--- src/rtl/raster_to_block_stream_if.sv ---
// Raster-in / block-out stream bundle for raster_to_block_stream.
// pixel_valid qualifies pixel_in and frame_start, data_valid qualifies data_out and the strobes; no ready, no backpressure.
interface raster_to_block_stream_if #(
    parameter int DATA_WIDTH = 8
);
    logic [DATA_WIDTH-1:0] pixel_in;
    logic                  pixel_valid;
    logic                  frame_start;
    logic [DATA_WIDTH-1:0] data_out;
    logic                  data_valid;
    logic                  start_data;
    logic                  start_of_frame;
    logic                  end_of_frame;
    logic [31:0]           blocks_per_frame;
    logic                  overflow;

    modport master (
        output pixel_in, pixel_valid, frame_start,
        input  data_out, data_valid, start_data, start_of_frame, end_of_frame,
        input  blocks_per_frame, overflow
    );

    modport slave (
        input  pixel_in, pixel_valid, frame_start,
        output data_out, data_valid, start_data, start_of_frame, end_of_frame,
        output blocks_per_frame, overflow
    );
endinterface

--- src/rtl/raster_to_block_stream.sv ---
// Reorders a raster pixel stream into BLOCK_W x BLOCK_H blocks through a ping-pong band buffer,
// emitting block/frame strobes for the downstream noise estimator.
module raster_to_block_stream #(
    parameter int DATA_WIDTH   = 8,
    parameter int FRAME_WIDTH  = 8,
    parameter int FRAME_HEIGHT = 4,
    parameter int BLOCK_W      = 4,
    parameter int BLOCK_H      = 2
) (
    input  logic                      clk,
    input  logic                      rst,
    raster_to_block_stream_if.slave   bus,
    output logic                      dbg_rd_state
);
    localparam int NUM_BLK    = FRAME_WIDTH / BLOCK_W;
    localparam int NUM_BAND   = FRAME_HEIGHT / BLOCK_H;
    localparam int BANK_WORDS = BLOCK_H * FRAME_WIDTH;
    localparam int ADDR_W     = $clog2(2 * BANK_WORDS);
    localparam int COL_W      = (FRAME_WIDTH > 1) ? $clog2(FRAME_WIDTH) : 1;
    localparam int LINE_W     = (BLOCK_H > 1) ? $clog2(BLOCK_H) : 1;
    localparam int BAND_W     = (NUM_BAND > 1) ? $clog2(NUM_BAND) : 1;
    localparam int BLK_W      = (NUM_BLK > 1) ? $clog2(NUM_BLK) : 1;
    localparam int BCOL_W     = (BLOCK_W > 1) ? $clog2(BLOCK_W) : 1;

    localparam logic [COL_W-1:0]  COL_LAST  = COL_W'(FRAME_WIDTH - 1);
    localparam logic [LINE_W-1:0] LINE_LAST = LINE_W'(BLOCK_H - 1);
    localparam logic [BAND_W-1:0] BAND_LAST = BAND_W'(NUM_BAND - 1);
    localparam logic [BLK_W-1:0]  BLK_LAST  = BLK_W'(NUM_BLK - 1);
    localparam logic [BCOL_W-1:0] BCOL_LAST = BCOL_W'(BLOCK_W - 1);

    typedef enum logic {RD_IDLE, RD_STREAM} rd_state_t;

    logic [DATA_WIDTH-1:0] mem [0:2*BANK_WORDS-1];
    logic [DATA_WIDTH-1:0] ram_q;

    logic              wr_active, wr_bank, overflow;
    logic [COL_W-1:0]  wr_col, w_col;
    logic [LINE_W-1:0] wr_line, w_line;
    logic [BAND_W-1:0] wr_band, w_band;
    logic [1:0]        wr_tog, rd_tog, bank_full, bank_first, bank_last;
    logic              wr_en, wr_blocked, wr_take;
    logic [ADDR_W-1:0] wr_addr, rd_addr;

    rd_state_t         rd_state;
    logic              rd_bank, rd_last, rd_done;
    logic [BLK_W-1:0]  rd_blk;
    logic [LINE_W-1:0] rd_row;
    logic [BCOL_W-1:0] rd_bcol;
    logic              valid_q, start_q, sof_q, eof_q;

    // A bank is full while its write-completion toggle differs from its read-completion toggle.
    assign bank_full = wr_tog ^ rd_tog;

    always_comb begin
        w_col      = bus.frame_start ? '0 : wr_col;
        w_line     = bus.frame_start ? '0 : wr_line;
        w_band     = bus.frame_start ? '0 : wr_band;
        wr_en      = bus.pixel_valid && (bus.frame_start || wr_active);
        rd_last    = (rd_blk == BLK_LAST) && (rd_row == LINE_LAST) && (rd_bcol == BCOL_LAST);
        rd_done    = (rd_state == RD_STREAM) && rd_last;
        // The bank whose last word is read this cycle is free for the write landing on the same edge.
        wr_blocked = bank_full[wr_bank] && !(rd_done && (rd_bank == wr_bank));
        wr_take    = wr_en && !wr_blocked;
        wr_addr    = ADDR_W'(BANK_WORDS) * ADDR_W'(wr_bank) + ADDR_W'(FRAME_WIDTH) * ADDR_W'(w_line)
                   + ADDR_W'(w_col);
        rd_addr    = ADDR_W'(BANK_WORDS) * ADDR_W'(rd_bank) + ADDR_W'(FRAME_WIDTH) * ADDR_W'(rd_row)
                   + ADDR_W'(BLOCK_W) * ADDR_W'(rd_blk) + ADDR_W'(rd_bcol);
    end

    always_ff @(posedge clk) begin
        if (wr_take) mem[wr_addr] <= bus.pixel_in;
        ram_q <= mem[rd_addr];
    end

    always_ff @(posedge clk or posedge rst) begin
        if (rst) begin
            wr_active  <= 1'b0;
            wr_bank    <= 1'b0;
            wr_col     <= '0;
            wr_line    <= '0;
            wr_band    <= '0;
            wr_tog     <= '0;
            bank_first <= '0;
            bank_last  <= '0;
            overflow   <= 1'b0;
        end else begin
            if (wr_en && wr_blocked) overflow <= 1'b1;
            if (wr_take) begin
                wr_active <= 1'b1;
                wr_line   <= w_line;
                wr_band   <= w_band;
                if (w_col == COL_LAST) begin
                    wr_col <= '0;
                    if (w_line == LINE_LAST) begin
                        wr_line             <= '0;
                        wr_bank             <= ~wr_bank;
                        wr_tog[wr_bank]     <= ~wr_tog[wr_bank];
                        bank_first[wr_bank] <= (w_band == '0);
                        bank_last[wr_bank]  <= (w_band == BAND_LAST);
                        if (w_band == BAND_LAST) begin
                            wr_band   <= '0;
                            wr_active <= 1'b0;
                        end else begin
                            wr_band <= w_band + 1'b1;
                        end
                    end else begin
                        wr_line <= w_line + 1'b1;
                    end
                end else begin
                    wr_col <= w_col + 1'b1;
                end
            end
        end
    end

    always_ff @(posedge clk or posedge rst) begin
        if (rst) begin
            rd_state <= RD_IDLE;
            rd_bank  <= 1'b0;
            rd_blk   <= '0;
            rd_row   <= '0;
            rd_bcol  <= '0;
            rd_tog   <= '0;
            valid_q  <= 1'b0;
            start_q  <= 1'b0;
            sof_q    <= 1'b0;
            eof_q    <= 1'b0;
        end else begin
            valid_q <= (rd_state == RD_STREAM);
            start_q <= (rd_state == RD_STREAM) && (rd_row == '0) && (rd_bcol == '0);
            sof_q   <= (rd_state == RD_STREAM) && (rd_row == '0) && (rd_bcol == '0)
                       && (rd_blk == '0) && bank_first[rd_bank];
            eof_q   <= rd_done && bank_last[rd_bank];
            case (rd_state)
                RD_IDLE: begin
                    if (bank_full[rd_bank]) begin
                        rd_state <= RD_STREAM;
                        rd_blk   <= '0;
                        rd_row   <= '0;
                        rd_bcol  <= '0;
                    end
                end
                RD_STREAM: begin
                    if (rd_last) begin
                        rd_tog[rd_bank] <= ~rd_tog[rd_bank];
                        rd_bank         <= ~rd_bank;
                        rd_blk          <= '0;
                        rd_row          <= '0;
                        rd_bcol         <= '0;
                        // Chain straight into the other bank when it is ready so continuous input never overruns.
                        if (!bank_full[~rd_bank]) rd_state <= RD_IDLE;
                    end else if (rd_bcol == BCOL_LAST) begin
                        rd_bcol <= '0;
                        if (rd_row == LINE_LAST) begin
                            rd_row <= '0;
                            rd_blk <= rd_blk + 1'b1;
                        end else begin
                            rd_row <= rd_row + 1'b1;
                        end
                    end else begin
                        rd_bcol <= rd_bcol + 1'b1;
                    end
                end
                default: rd_state <= RD_IDLE;
            endcase
        end
    end

    assign bus.data_out         = valid_q ? ram_q : '0;
    assign bus.data_valid       = valid_q;
    assign bus.start_data       = start_q;
    assign bus.start_of_frame   = sof_q;
    assign bus.end_of_frame     = eof_q;
    assign bus.overflow         = overflow;
    assign bus.blocks_per_frame = 32'(NUM_BLK * NUM_BAND);
    assign dbg_rd_state         = (rd_state == RD_STREAM);
endmodule
--- src/flat_wrapper.sv ---
// flat-port wrapper written by rule: the top's interface ports become plain ports
module raster_to_block_stream_flat 
#(
    parameter int DATA_WIDTH   = 8,
    parameter int FRAME_WIDTH  = 8,
    parameter int FRAME_HEIGHT = 4,
    parameter int BLOCK_W      = 4,
    parameter int BLOCK_H      = 2
)
  (clk, rst, dbg_rd_state, bus_pixel_in, bus_pixel_valid, bus_frame_start, bus_data_out, bus_data_valid, bus_start_data, bus_start_of_frame, bus_end_of_frame, bus_blocks_per_frame, bus_overflow);
  raster_to_block_stream_if #(.DATA_WIDTH(DATA_WIDTH)) bus_i ();
  input  logic clk;
  input  logic rst;
  output logic dbg_rd_state;
  input wire logic [$bits(bus_i.pixel_in)-1:0] bus_pixel_in;
  input wire logic [$bits(bus_i.pixel_valid)-1:0] bus_pixel_valid;
  input wire logic [$bits(bus_i.frame_start)-1:0] bus_frame_start;
  output wire logic [$bits(bus_i.data_out)-1:0] bus_data_out;
  output wire logic [$bits(bus_i.data_valid)-1:0] bus_data_valid;
  output wire logic [$bits(bus_i.start_data)-1:0] bus_start_data;
  output wire logic [$bits(bus_i.start_of_frame)-1:0] bus_start_of_frame;
  output wire logic [$bits(bus_i.end_of_frame)-1:0] bus_end_of_frame;
  output wire logic [$bits(bus_i.blocks_per_frame)-1:0] bus_blocks_per_frame;
  output wire logic [$bits(bus_i.overflow)-1:0] bus_overflow;
  assign bus_i.pixel_in = bus_pixel_in;
  assign bus_i.pixel_valid = bus_pixel_valid;
  assign bus_i.frame_start = bus_frame_start;
  assign bus_data_out = bus_i.data_out;
  assign bus_data_valid = bus_i.data_valid;
  assign bus_start_data = bus_i.start_data;
  assign bus_start_of_frame = bus_i.start_of_frame;
  assign bus_end_of_frame = bus_i.end_of_frame;
  assign bus_blocks_per_frame = bus_i.blocks_per_frame;
  assign bus_overflow = bus_i.overflow;
  raster_to_block_stream #(.DATA_WIDTH(DATA_WIDTH), .FRAME_WIDTH(FRAME_WIDTH), .FRAME_HEIGHT(FRAME_HEIGHT), .BLOCK_W(BLOCK_W), .BLOCK_H(BLOCK_H)) u_core (.clk(clk), .rst(rst), .bus(bus_i), .dbg_rd_state(dbg_rd_state));
endmodule
--- config.mk ---
export PLATFORM = sky130hd
export DESIGN_NAME = raster_to_block_stream_flat
export DESIGN_NICKNAME = d
export VERILOG_FILES = /design/src/rtl/raster_to_block_stream_if.sv /design/src/rtl/raster_to_block_stream.sv /design/src/flat_wrapper.sv
export SDC_FILE = /design/constraint.sdc
export NUM_CORES = 1
export LEC_CHECK = 0
export CAP_MARGIN = 0
export CORE_MARGIN = 2
export CORE_UTILIZATION = 63
export CTS_CLUSTER_DIAMETER = 60
export DETAILED_ROUTE_END_ITERATION = 8
export DONT_BUFFER_PORTS = 1
export MAX_ROUTING_LAYER = met4
export PLACE_DENSITY = 0.79
export SLEW_MARGIN = 20
export SYNTH_ARGS = -nofsm -noshare
export SYNTH_HDL_FRONTEND = slang
export SYNTH_SLANG_ARGS = --single-unit
export TNS_END_PERCENT = 10
--- constraint.sdc ---
create_clock -name clk -period 2.95 [get_ports clk]
set_input_delay 0.885 -clock clk [delete_from_list [all_inputs] [get_ports clk]]
set_output_delay 0.885 -clock clk [all_outputs]
set_load 0.01 [all_outputs]
---- After elaboration in Yosys (flattened, before gate mapping) ----
Memories as Yosys holds them, arrays and structs flattened. A register that Yosys moved wholly into a read port is not among the register bits.
Index checks and enable logic that the tools add are counted.
operators by class
  add/subtract/negate cells ............... 11
  magnitude comparators ................... 5
  equal/unequal tests ..................... 6
  muxes and demuxes ....................... 54
  bitwise gates (word level) .............. 9
  reduce and logical (&&, ||, !) cells .... 23
operator list
  cell                                                                   number
  1-bit two-way mux                                                      38
  1-bit logical AND                                                      15
  5-bit by 3-bit adder with 5-bit output                                 2
  5-bit by 4-bit adder with 5-bit output                                 2
  2-bit bitwise mux                                                      4
  8-bit two-way mux                                                      1
  1-bit NOT                                                              8
  1-bit by 2-bit < comparator with 1-bit output (second input constant)  3
  2-bit two-way mux                                                      3
  3-bit two-way mux                                                      2
  3-bit != test (second input constant)                                  2
  1-bit one-hot mux with 2 select lines                                  3
  3-bit AND reduction                                                    2
  5-bit by 2-bit adder with 5-bit output                                 1
  1-bit adder (second input constant)                                    4
  2-bit one-hot mux with 2 select lines                                  1
  2-bit AND reduction                                                    2
  3-bit by 1-bit adder with 3-bit output (second input constant)         1
  3-bit == test (second input constant)                                  1
  2-bit by 1-bit adder with 2-bit output (second input constant)         1
  1-bit demux with 1-bit select                                          2
  2-bit == test (second input constant)                                  1
  1-bit greater-or-equal comparator (second input constant)              2
  1-bit zero test                                                        2
  5 further kinds                                                        5
storage, ports and cells
  bits in registers ....................... 26
  memory bits (writable) .................. 256
  input port bits ......................... 12
  output and inout bits ................... 46
  logic and storage cells ................. 128
  memories ................................ 1
memory list
  name        words  width  rd ports  clocked after memory_dff  write ports  line                          RTL
  u_core.mem  32     8      1         1                         1            raster_to_block_stream.sv:33  logic [DATA_WIDTH-1:0] mem [0:2*BANK_WORDS-1];

---- Depth between registers and ports, before layout ----
Gate-level depths: netlist of the first run.
  depth after elaboration ................. 10
  gate-level depth with buffers ........... 10
  gate-level depth less buffers ........... 9

---- Least setup slack after synthesis of the first run ----
No wires, ideal clock.
  path kind ............................... input-to-reg
  start point ............................. input port bus_frame_start
  end point ............................... register u_core.bank_first[0]
  setup time .............................. 0.125 ns
  data arrival time ....................... 2.559 ns
  required time ........................... 2.825 ns
  path slack .............................. 0.266 ns
  cell stages on the path ................. 10
  path buffers ............................ 1
  cells stage by stage .................... clkbuf_1 -> nand2b_1 -> inv_1 -> ha_1 -> ha_1 -> o211ai_1 -> nor2_1 -> nand2_1 -> nor2_1 -> mux2_2
on the way
  longest elaborated chain between the ends .. 4
  elaborated cells between the ends (all ways) .. 10
  those cells by class .................... eq/ne: 1; mux: 4; bitwise: 1; reduce/logical: 4
RTL lines
  what                                                       line                          RTL
  from (decl)                                                flat_wrapper.sv:17            input wire logic [$bits(bus_i.frame_start)-1:0] bus_frame_start;
  branches (longest 4 deep; another with 3-bit two-way mux)  -
  to (signal, indexed assignment)                            raster_to_block_stream.sv:98  bank_first[wr_bank] <= (w_band == '0);
  to (decl)                                                  raster_to_block_stream.sv:40  logic [1:0] wr_tog, rd_tog, bank_full, bank_first, bank_last;
Several ways; the timed one is not identified.
A chain may end at the register's enable or synchronous reset.

---- Worst setup path after layout of the first run ----
  start point ............................. register u_core.rd_row
  end point ............................... memory u_core.mem[13][3] (enable)
on the way
  longest elaborated chain between the ends .. 10
RTL lines
  what                                     line                           RTL
  from (decl)                              raster_to_block_stream.sv:47   logic [LINE_W-1:0] rd_row;
  from (signal assigned)                   raster_to_block_stream.sv:158  rd_row <= rd_row + 1'b1;
  1-bit logical AND (2 in a row)           raster_to_block_stream.sv:59   rd_last = (rd_blk == BLK_LAST) && (rd_row == LINE_LAST) && (rd_bcol == BCOL_LAST);
  1-bit logical AND                        raster_to_block_stream.sv:60   rd_done = (rd_state == RD_STREAM) && rd_last;
  1-bit logical AND                        raster_to_block_stream.sv:62   wr_blocked = bank_full[wr_bank] && !(rd_done && (rd_bank == wr_bank));
  1-bit zero test                          raster_to_block_stream.sv:62
  1-bit logical AND                        raster_to_block_stream.sv:62
  1-bit zero test                          raster_to_block_stream.sv:63   wr_take = wr_en && !wr_blocked;
  1-bit logical AND                        raster_to_block_stream.sv:63
  1-bit two-way mux                        raster_to_block_stream.sv:71   if (wr_take) mem[wr_addr] <= bus.pixel_in;
  1-bit two-way mux (not written as such)  raster_to_block_stream.sv:71
  to (decl)                                raster_to_block_stream.sv:33
Every way passes these cells.

==> metrics.txt, run 1 <==
Area growth, synth to finish 9.62%; Post-Syn Area 11900 sq um; MaxCap Viol Count 0; Critical Path RT between 3 and 4 ns; reg-to-reg slack, setup 0.30 ns; ANT nets after route 0; Post-synth EDFFs roughly 260; Fmax 378 MHz; Reg area 8500 sq um; post-CTS setup buffers 0; core area 18600 sq um; Final Non-Filler Cells 1000; fraction of layout cells with a size suffix above 1 0.136; Post-Syn Area per Cell between 15 and 20 sq um; Synthesis Warnings 0; placed insts about 950; GPL Wtd Cong approximately 0.91; fill count 1132; DRT Pass-1 Iters 5; CTS sink count 290; clock-pin slew on the worst setup and hold paths 0.06 ns; leakage 4.54 nW; Slew @ Worst Pin 1.15 ns; Seq/Total Area, Yosys 0.711; Synth area leader edfxtp_1; initial DRC count ~520; critical path's largest stage delay 0.55 ns; Fin Setup TNS 0 ns; post-cts hold buffer count 0; Max Buffers Root-to-Sink 3; Max H-tree Level 1; post-synth top area share 0.643; Setup crit end kind register; Via Count 6175; clock latency on the worst-skew pair ~0.53 ns; worst r2r path cells 6; Async S/R FF share, synth 0.0897; Period minus WS final 2.65 ns; first-pass GRT wire length 36.1 mm; detailed-route wire length per cell roughly 23 microns; CP startpoint u_core.rd_row$_DFFE_PP0P_; Fin. Hold Viols 0; die width 142 microns; largest net degree at the start of global routing 100; Synth cell types 45; Crit Path Max Fanout 11; area of the multi-input gates 3030 sq um; vias in the first global route 6275; top post-synthesis cells by area edfxtp_1 (64%), mux2i_1 (5.6%), dfrtp_1 (5.4%); startpoint types register; I/O pins 58; power per cell area 713 nW/um^2; root buf cell clkbuf_16; drc violations 0; initial antenna violation count 0; register bit total from synthesis 290; worst-path cell chain nand4_2, o211ai_1, o21a_2, nand3_1, nor2_1, buf_4; Max IR drop VDD 0.000665 V; Post-Synthesis Cells 713; Worst EP arrival 2.88 ns; Total GRT Usage 0.248; CTS Buf Count 28; RSZ-0062 raised after global routing no; remaining global-route overflow 0; status complete, no violations; r2r endpoint u_core.mem[13][3]$_DFFE_PP_; Final setup viols 0; Slew headroom 0.229; Starting Density 0.641; Antenna Cells 0; Nets 771; Max Slew Vio Count 0; post-DP HPWL 14.2 mm; final WL about 23 mm; Most used DFF post-synth edfxtp_1; leading cell type in the layout, fill and taps excluded edfxtp_1; average via count per standard cell 6.18; # rows 50; Tcrit/Tclk final 0.897; most frequent cells in the layout edfxtp_1 (256), mux2i_1 (67), nand2_1 (63), nor2_1 (47), buf_4 (38); CP endpoint u_core.mem[13][3]$_DFFE_PP_; clock skew 0.00824 ns; die area 20100 sq um; Power Total between 0.009 and 0.01 W; CP max-delay cell dfrtp_1; r2r startpoint u_core.rd_row$_DFFE_PP0P_; Port Buffers 0; hold crit path type primary input to asynchronous set/reset pin; cts repair resizes 0; Chip Height 142 microns; CTS tree yes; Crit Path Category register to register
-- where the power goes --
part / internal [W] / switching [W] / leakage [nW]
clock network: 0.00221 / 0.00142 / 0.455
registers: 0.00456 / 0.0000336 / 2.72
logic: 0.000514 / 0.000605 / 1.36
total: 0.00729 / 0.00206 / 4.54
-- synthesized netlist by cell type (all sizes together) (3+ instances only) --
| cell | instances |
|---|---|
| edfxtp | 256 |
| a22oi | 32 |
| mux2i | 67 |
| nand2b | 20 |
| and2 | 9 |
| a21oi | 3 |
| ha | 9 |
| o22ai | 9 |
| inv | 11 |
| dfrtp | 26 |
| nor2 | 47 |
| nand3 | 9 |
| buf | 55 |
| xor2 | 5 |
| o21ai | 9 |
| clkbuf | 7 |
| dfxtp | 8 |
| mux4 | 32 |
| o21a | 3 |
| mux2 | 8 |
| nand2 | 64 |
| a221oi | 8 |
-- sequential cells by signal, summed over array words and instances, names as in the netlist --
| name | flops |
|---|---|
| u_core.bus.data_valid | 1 |
| u_core.mem | 256 |
| u_core.rd_row | 1 |
| u_core.wr_line | 1 |
| u_core.dbg_rd_state | 1 |
| u_core.rd_bcol | 2 |
| u_core.bus.end_of_frame | 1 |
| u_core.wr_band | 1 |
| u_core.wr_col | 3 |
| u_core.bus.start_of_frame | 1 |
| u_core.bank_last | 2 |
| u_core.ram_q | 8 |
| u_core.wr_bank | 1 |
| u_core.rd_tog | 2 |
| u_core.wr_active | 1 |
| u_core.bus.overflow | 1 |
| u_core.bank_first | 2 |
| u_core.bus.start_data | 1 |
| u_core.rd_blk | 1 |
| u_core.rd_bank | 1 |
| u_core.wr_tog | 2 |
-- worst min-delay path by stage --
stage / cells past startpoint / to / from
3_3_place_gp: 2 / u_core.bank_last[1]$_DFFE_PP0P_ / u_core.bank_last[1]$_DFFE_PP0P_
6_report: 1 / u_core.bus.start_data$_DFF_PP0_ / rst
5_1_grt: 0 / u_core.mem[14][4]$_DFFE_PP_ / bus_pixel_in[4]
2_1_floorplan: 2 / u_core.bank_last[1]$_DFFE_PP0P_ / u_core.bank_last[1]$_DFFE_PP0P_
3_5_place_dp: 1 / u_core.rd_tog[1]$_DFFE_PP0P_ / u_core.rd_tog[1]$_DFFE_PP0P_
4_1_cts: 1 / u_core.bank_last[1]$_DFFE_PP0P_ / rst
-- area by class of cell --
type,count,share of cell area
inverters,11,0.00315
clock buffers,33,0.0565
well taps,234,0.0224
clock inverters,13,0.0144
multi-input cells,380,0.231
repair buffers,39,0.0233
flip-flops and latches,290,0.649
-- critical path: cells and delay by family (launching register included) --
kind                   cells  cell delay (ns)
AO/OA/AOI/OAI              2             0.59
flip-flops                 1             0.55
AND/OR/NAND/NOR            3             0.99
buffers and inverters      1             0.21
-- logic make-up (layout without fill, tap and decap cells) --
logic type / count (synthesis) / count (layout) / synth area share
other cells: 2 / 32 / 0.000629
fa+ha+maj: 9 / 9 / 0.00942
buf+inv: 73 / 96 / 0.0450
simple gates: 153 / 153 / 0.0567
mux: 107 / 107 / 0.129
compound gates: 72 / 72 / 0.0432
xor+xnor: 7 / 7 / 0.00513
flops: 290 / 290 / 0.711
-- per-layer routing --
layer | GRT usage | up-vias | wire (microns)
li1 | - | 2741 | -
met1 | 0.323 | 3113 | 9070
met2 | 0.414 | 268 | 12000
met3 | 0.0371 | 53 | 1690
met4 | 0.0726 | 0 | 689
met5 | - | - | 0
-- metrics by stage --
stage / area, sq um / util / setup WS (ns) / hold slack [ns]
after detailed placement: 12200 / 0.653 / 0.178 / 0.476
after global routing: 13100 / 0.703 / 0.126 / 0.422
after CTS: 13100 / 0.702 / 0.325 / 0.394
after floorplan: 12100 / - / 0.266 / 0.450
final: 13100 / 0.703 / 0.303 / 0.372
after global placement: 12200 / 0.653 / 0.312 / 0.463
Power figures use the tool's default switching activity.
==> inputs of run 2 (changes only) <==
--- a/config.mk
+++ b/config.mk
@@ -13,6 +13,8 @@
 export DONT_BUFFER_PORTS = 1
 export MAX_ROUTING_LAYER = met4
 export PLACE_DENSITY = 0.79
+export REMOVE_ABC_BUFFERS = 1
+export SKIP_LAST_GASP = 1
 export SLEW_MARGIN = 20
 export SYNTH_ARGS = -nofsm -noshare
 export SYNTH_HDL_FRONTEND = slang
==> run 2 against run 1 <==
  * Combinational power is essentially flat
  * Design area about the same
  * Critical path depth did not move
  * Die area stayed put
  * Final cell count up 0.90%
  * Clock power shrank 5%
  * Clock skew up 0.00085 ns
  * Worst setup slack improved by 0.10 ns
  * Routed wire length down 3.4%
  * Critical endpoint is now u_core.mem[25][3]$_DFFE_PP_
==> metrics.txt, run 2 (synthesized netlist as in run 1, its figures left out) <==
status complete, no violations; GPL Wtd Cong 0.907 (about the same); Critical Path RT 3.19 ns (about the same); most frequent cells in the layout edfxtp_1 (256), mux2i_1 (67), nand2_1 (63), nor2_1 (46), buf_4 (41); Max IR drop VDD 0.000508 V (-24%); clock skew 0.00909 ns (+0.000850 ns); vias in the first global route 6142 (-2.1%); Max Slew Vio Count 0 (unchanged); I/O pins 58 (unchanged); cts repair resizes 0 (unchanged); busiest metal layer after global routing met2; CTS sink count 290 (unchanged); Period minus WS final 2.54 ns (-0.102 ns); root buf cell clkbuf_16; clock-pin slew on the worst setup and hold paths 0.06 ns (about the same); average via count per standard cell 6.06 (-1.9%); RSZ-0062 raised after global routing no; Final setup viols 0 (unchanged); Port Buffers 0 (unchanged); Crit Path Category register to register; register bank with the most flops u_core.mem; routing usage on met2 0.396 (-0.0187); placed insts 957 (+0.31%); max reg flops 256 (unchanged); leading cell type in the layout, fill and taps excluded edfxtp_1; Slew @ Worst Pin 0.912 ns (-0.240 ns); met3 GRT Util 0.0307 (-0.00641); Via Count 6113 (-1.0%); initial antenna violation count 0 (unchanged); CTS tree yes; Fin Setup TNS 0 ns (unchanged); remaining global-route overflow 0 (unchanged); startpoint types register; Max H-tree Level 1 (unchanged); MaxCap Viol Count 0 (unchanged); die area 20100 sq um (unchanged); Setup crit end kind register; power per cell area 700 nW/um^2 (-1.8%); detailed-route wire length per cell 22.5 microns (-4.2%); post-DP HPWL 13.9 mm (-1.6%); core area 18600 sq um (unchanged); post-cts hold buffer count 0 (unchanged); Starting Density 0.641 (unchanged); Worst EP arrival 2.78 ns (-0.10 ns); largest net degree at the start of global routing 100 (unchanged); hold crit path type primary input to asynchronous set/reset pin; Area growth, synth to finish 9.55% (about the same); die width 142 microns (unchanged); ANT nets after route 0 (unchanged); post-CTS setup buffers 0 (unchanged); Fin. Hold Viols 0 (unchanged); # rows 50 (unchanged); final WL 22.7 mm (-3.4%); drc violations 0 (unchanged); fill count 1146 (+1.2%); Power Total 0.00916 W (-1.9%); Max Buffers Root-to-Sink 3 (unchanged); Antenna Cells 0 (unchanged); Total GRT Usage 0.240 (-0.00840); clock latency on the worst-skew pair 0.54 ns (about the same); CTS Buf Count 28 (unchanged); initial DRC count 677 (+30%); Crit Path Max Fanout 11 (unchanged); top flop regs u_core.mem x256, u_core.ram_q x8, u_core.wr_col x3; Fmax 393 MHz (+4.0%); DRT Pass-1 Iters 5 (unchanged); fraction of layout cells with a size suffix above 1 0.142 (+0.00617); leakage 4.54 nW (about the same); Nets 774 (+0.39%); Chip Height 142 microns (unchanged); Final Non-Filler Cells 1009 (+0.90%); first-pass GRT wire length 35.1 mm (-2.8%); Slew headroom 0.388 (+0.159); met1 Use GR 0.321 (-0.00167); Tcrit/Tclk final 0.862 (-0.0347)
-- run 2: final timing paths --
path | startpoint | endpoint | slack [ns] | cells past startpoint
max | u_core.rd_row$_DFFE_PP0P_ | u_core.mem[25][3]$_DFFE_PP_ | 0.41 | 6
min | rst | u_core.rd_bank$_DFFE_PP0P_ | 0.32 | 1
max reg2reg | u_core.rd_row$_DFFE_PP0P_ | u_core.mem[25][3]$_DFFE_PP_ | 0.41 | 6
min reg2reg | u_core.rd_tog[0]$_DFFE_PP0P_ | u_core.rd_tog[0]$_DFFE_PP0P_ | 0.49 | 1
max in group asynchronous | rst | u_core.rd_bcol[0]$_DFFE_PP0P_ | 2.14 | 1
min in group clk | bus_pixel_in[4] | u_core.mem[16][4]$_DFFE_PP_ | 0.44 | 0
-- run 2: area by class of cell --
type                            instances  area, sq um  area share
Multi-Input combinational cell        380         3030       0.232
Inverter                               11         41.3     0.00315
Clock inverter                         12          109     0.00832
Sequential cell                       290         8500       0.649
Timing Repair Buffer                   42          328      0.0250
Clock buffer                           40          787      0.0601
Tap cell                              234          293      0.0224
-- run 2: metrics by stage --
stage / utilization / setup WS, ns / cell area, sq um / hold slack, ns
floorplan: - / -2.47 / 11600 / 0.450
global placement: 0.654 / 0.317 / 12200 / 0.464
detailed placement: 0.654 / 0.185 / 12200 / 0.483
CTS: 0.702 / 0.408 / 13100 / 0.430
global route: 0.702 / 0.194 / 13100 / 0.367
finish: 0.702 / 0.406 / 13100 / 0.320
-- run 2: per-layer routing --
layer / wire [microns] / vias up
met5: 0 / -
met4: 613 / 0
met3: 1180 / 46
met2: 11500 / 228
met1: 9410 / 3089
li1: - / 2750
-- run 2: worst max-delay path, stage by stage, from the launching register on --
cell and delay, ns:
dfrtp_1 0.56, nand4_2 0.20, o211ai_1 0.31, o21a_2 0.27, nand3_1 0.39, nor2_1 0.28
buf_4 0.23
-- run 2: where the power goes --
group	switching, W	internal, W	total (W)
sequential	0.0000345	0.00457	0.00460
clock	0.00144	0.00202	0.00346
combinational	0.000595	0.000511	0.00111
==> inputs of run 3 (changes only) <==
--- a/config.mk
+++ b/config.mk
@@ -12,7 +12,7 @@
 export DETAILED_ROUTE_END_ITERATION = 8
 export DONT_BUFFER_PORTS = 1
 export MAX_ROUTING_LAYER = met4
-export PLACE_DENSITY = 0.79
+export PLACE_DENSITY_LB_ADDON = 0.05
 export REMOVE_ABC_BUFFERS = 1
 export SKIP_LAST_GASP = 1
 export SLEW_MARGIN = 20
==> run 3 against run 2 <==
  * Sequential cell count is the same
  * Worst hold slack gained 0.081 ns
  * Global-route usage grew 0.45 points
  * Clock skew is essentially flat
  * Final cell count grew 0.40%
  * Largest cell class unchanged
==> metrics.txt, run 3 (synthesized netlist as in run 1, its figures left out) <==
clock latency on the worst-skew pair 0.54 ns (about the same); Crit Path Category register to register; # rows 50 (unchanged); drc violations 0 (unchanged); root buf cell clkbuf_16; largest net degree at the start of global routing 100 (unchanged); clock-pin slew on the worst setup and hold paths 0.06 ns (about the same); ANT nets after route 0 (unchanged); I/O pins 58 (unchanged); Slew @ Worst Pin 0.839 ns (-0.0733 ns); remaining global-route overflow 0 (unchanged); status complete, no violations; startpoint types register; CTS tree yes; Port Buffers 0 (unchanged); Fmax 376 MHz (-4.3%); Via Count 6060 (-0.87%); cts repair resizes 0 (unchanged); most frequent cells in the layout edfxtp_1 (256), mux2i_1 (67), nand2_1 (63), nor2_1 (47), buf_4 (41); worst setup margin 0.292 ns (-0.113 ns); final WL 22.8 mm (+0.53%); post-CTS setup buffers 0 (unchanged); area of the multi-input gates 3030 sq um (-0.17%); CTS Buf Count 30 (+7.1%); Tcrit/Tclk final 0.901 (+0.0384); Fin. Hold Viols 0 (unchanged); core area 18600 sq um (unchanged); Total GRT Usage 0.244 (+0.00447); die area 20100 sq um (unchanged); GPL Wtd Cong 0.796 (-12%); hold crit path type primary input to asynchronous set/reset pin; CTS sink count 290 (unchanged); Max IR drop VDD 0.000595 V (+17%); Slew headroom 0.440 (+0.0520); top flop regs u_core.mem x256, u_core.ram_q x8, u_core.wr_col x3; RSZ-0062 raised after global routing no; Final setup viols 0 (unchanged); Period minus WS final 2.66 ns (+0.113 ns); Worst EP arrival 2.90 ns (+0.12 ns); Antenna Cells 0 (unchanged); first-pass GRT wire length 35.4 mm (+0.87%); DRT Pass-1 Iters 5 (unchanged); detailed-route wire length per cell 22.5 microns (+0.14%); MaxCap Viol Count 0 (unchanged); Max Buffers Root-to-Sink 3 (unchanged); initial antenna violation count 0 (unchanged); post-cts hold buffer count 0 (unchanged); max reg flops 256 (unchanged); leading cell type in the layout, fill and taps excluded edfxtp_1; power per cell area 707 nW/um^2 (+1.0%); post-DP HPWL 13.9 mm (-0.38%); Max H-tree Level 1 (unchanged); Reg area 8500 sq um (unchanged); leakage 4.56 nW (+0.46%); die width 142 microns (unchanged); fill count 1227 (+7.1%); Nets 776 (+0.26%); register bank with the most flops u_core.mem; Starting Density 0.641 (unchanged); post-route cell area 13100 sq um (+0.39%); vias in the first global route 6149 (+0.11%); Chip Height 142 microns (unchanged); worst slack, placed 0.237 ns (+0.0523 ns); Crit Path Max Fanout 8 (-3); clock skew 0.00878 ns (-0.000307 ns); Max Slew Vio Count 0 (unchanged); initial DRC count 548 (-19%); average via count per standard cell 5.98 (-1.3%); Setup crit end kind register; fraction of layout cells with a size suffix above 1 0.141 (-0.000729); Area growth, synth to finish 9.98%; Area after DPL 12200 sq um (unchanged); Critical Path RT 3.19 ns (about the same)
-- run 3: layout make-up --
type,count,share of cell area
tap,234,0.0223
clock inverter,19,0.0117
sequential,290,0.647
inverter,11,0.00314
clock buffer,37,0.0607
multi-input combinational,380,0.230
timing repair buffer,42,0.0249
-- run 3: path summary, 6_finish.rpt --
kind                                                 end                           from  cells past startpoint  slack (ns)
max reg2reg                   u_core.mem[5][4]$_DFFE_PP_  u_core.rd_bcol[0]$_DFFE_PP0P_                      7        0.29
max                           u_core.mem[5][4]$_DFFE_PP_  u_core.rd_bcol[0]$_DFFE_PP0P_                      7        0.29
min in group clk             u_core.mem[12][5]$_DFFE_PP_                bus_pixel_in[5]                      0        0.44
min reg2reg                 u_core.wr_tog[0]$_DFFE_PP0P_   u_core.wr_tog[0]$_DFFE_PP0P_                      1        0.49
min                           u_core.wr_line$_DFFE_PP0N_                            rst                      1        0.40
max in group asynchronous  u_core.rd_bcol[0]$_DFFE_PP0P_                            rst                      1        1.94
-- run 3: metal layers --
layer | track usage | vias to the layer above | routed length, microns
met5 | - | - | 0
li1 | - | 2760 | -
met4 | 0.0611 | 0 | 467
met1 | 0.326 | 3084 | 9650
met3 | 0.0415 | 39 | 1300
met2 | 0.400 | 177 | 11400
-- run 3: critical path, cell delays in order, from the launching register on --
cell and delay (ns):
dfrtp_4 0.42, ha_1 0.19, nand4_2 0.24, o211ai_1 0.35
o21a_2 0.28, nand3_1 0.40, nor2_1 0.24, buf_4 0.21
-- run 3: power breakdown --
part	internal, W	switching [W]	total, W
clock	0.00210	0.00149	0.00358
sequential	0.00456	0.0000324	0.00460
combinational	0.000516	0.000602	0.00112
-- run 3: stage by stage --
step	instances	util	power [W]	hold slack [ns]	setup TNS, ns
4_1_cts	1013	0.705	0.00935	0.416	0
2_1_floorplan	681	-	0.00567	0.450	-682.68
6_report	1013	0.705	0.00930	0.401	0
3_3_place_gp	957	0.654	0.00579	0.464	0
5_1_grt	1013	0.705	0.00960	0.417	0
3_5_place_dp	957	0.654	0.00581	0.482	0
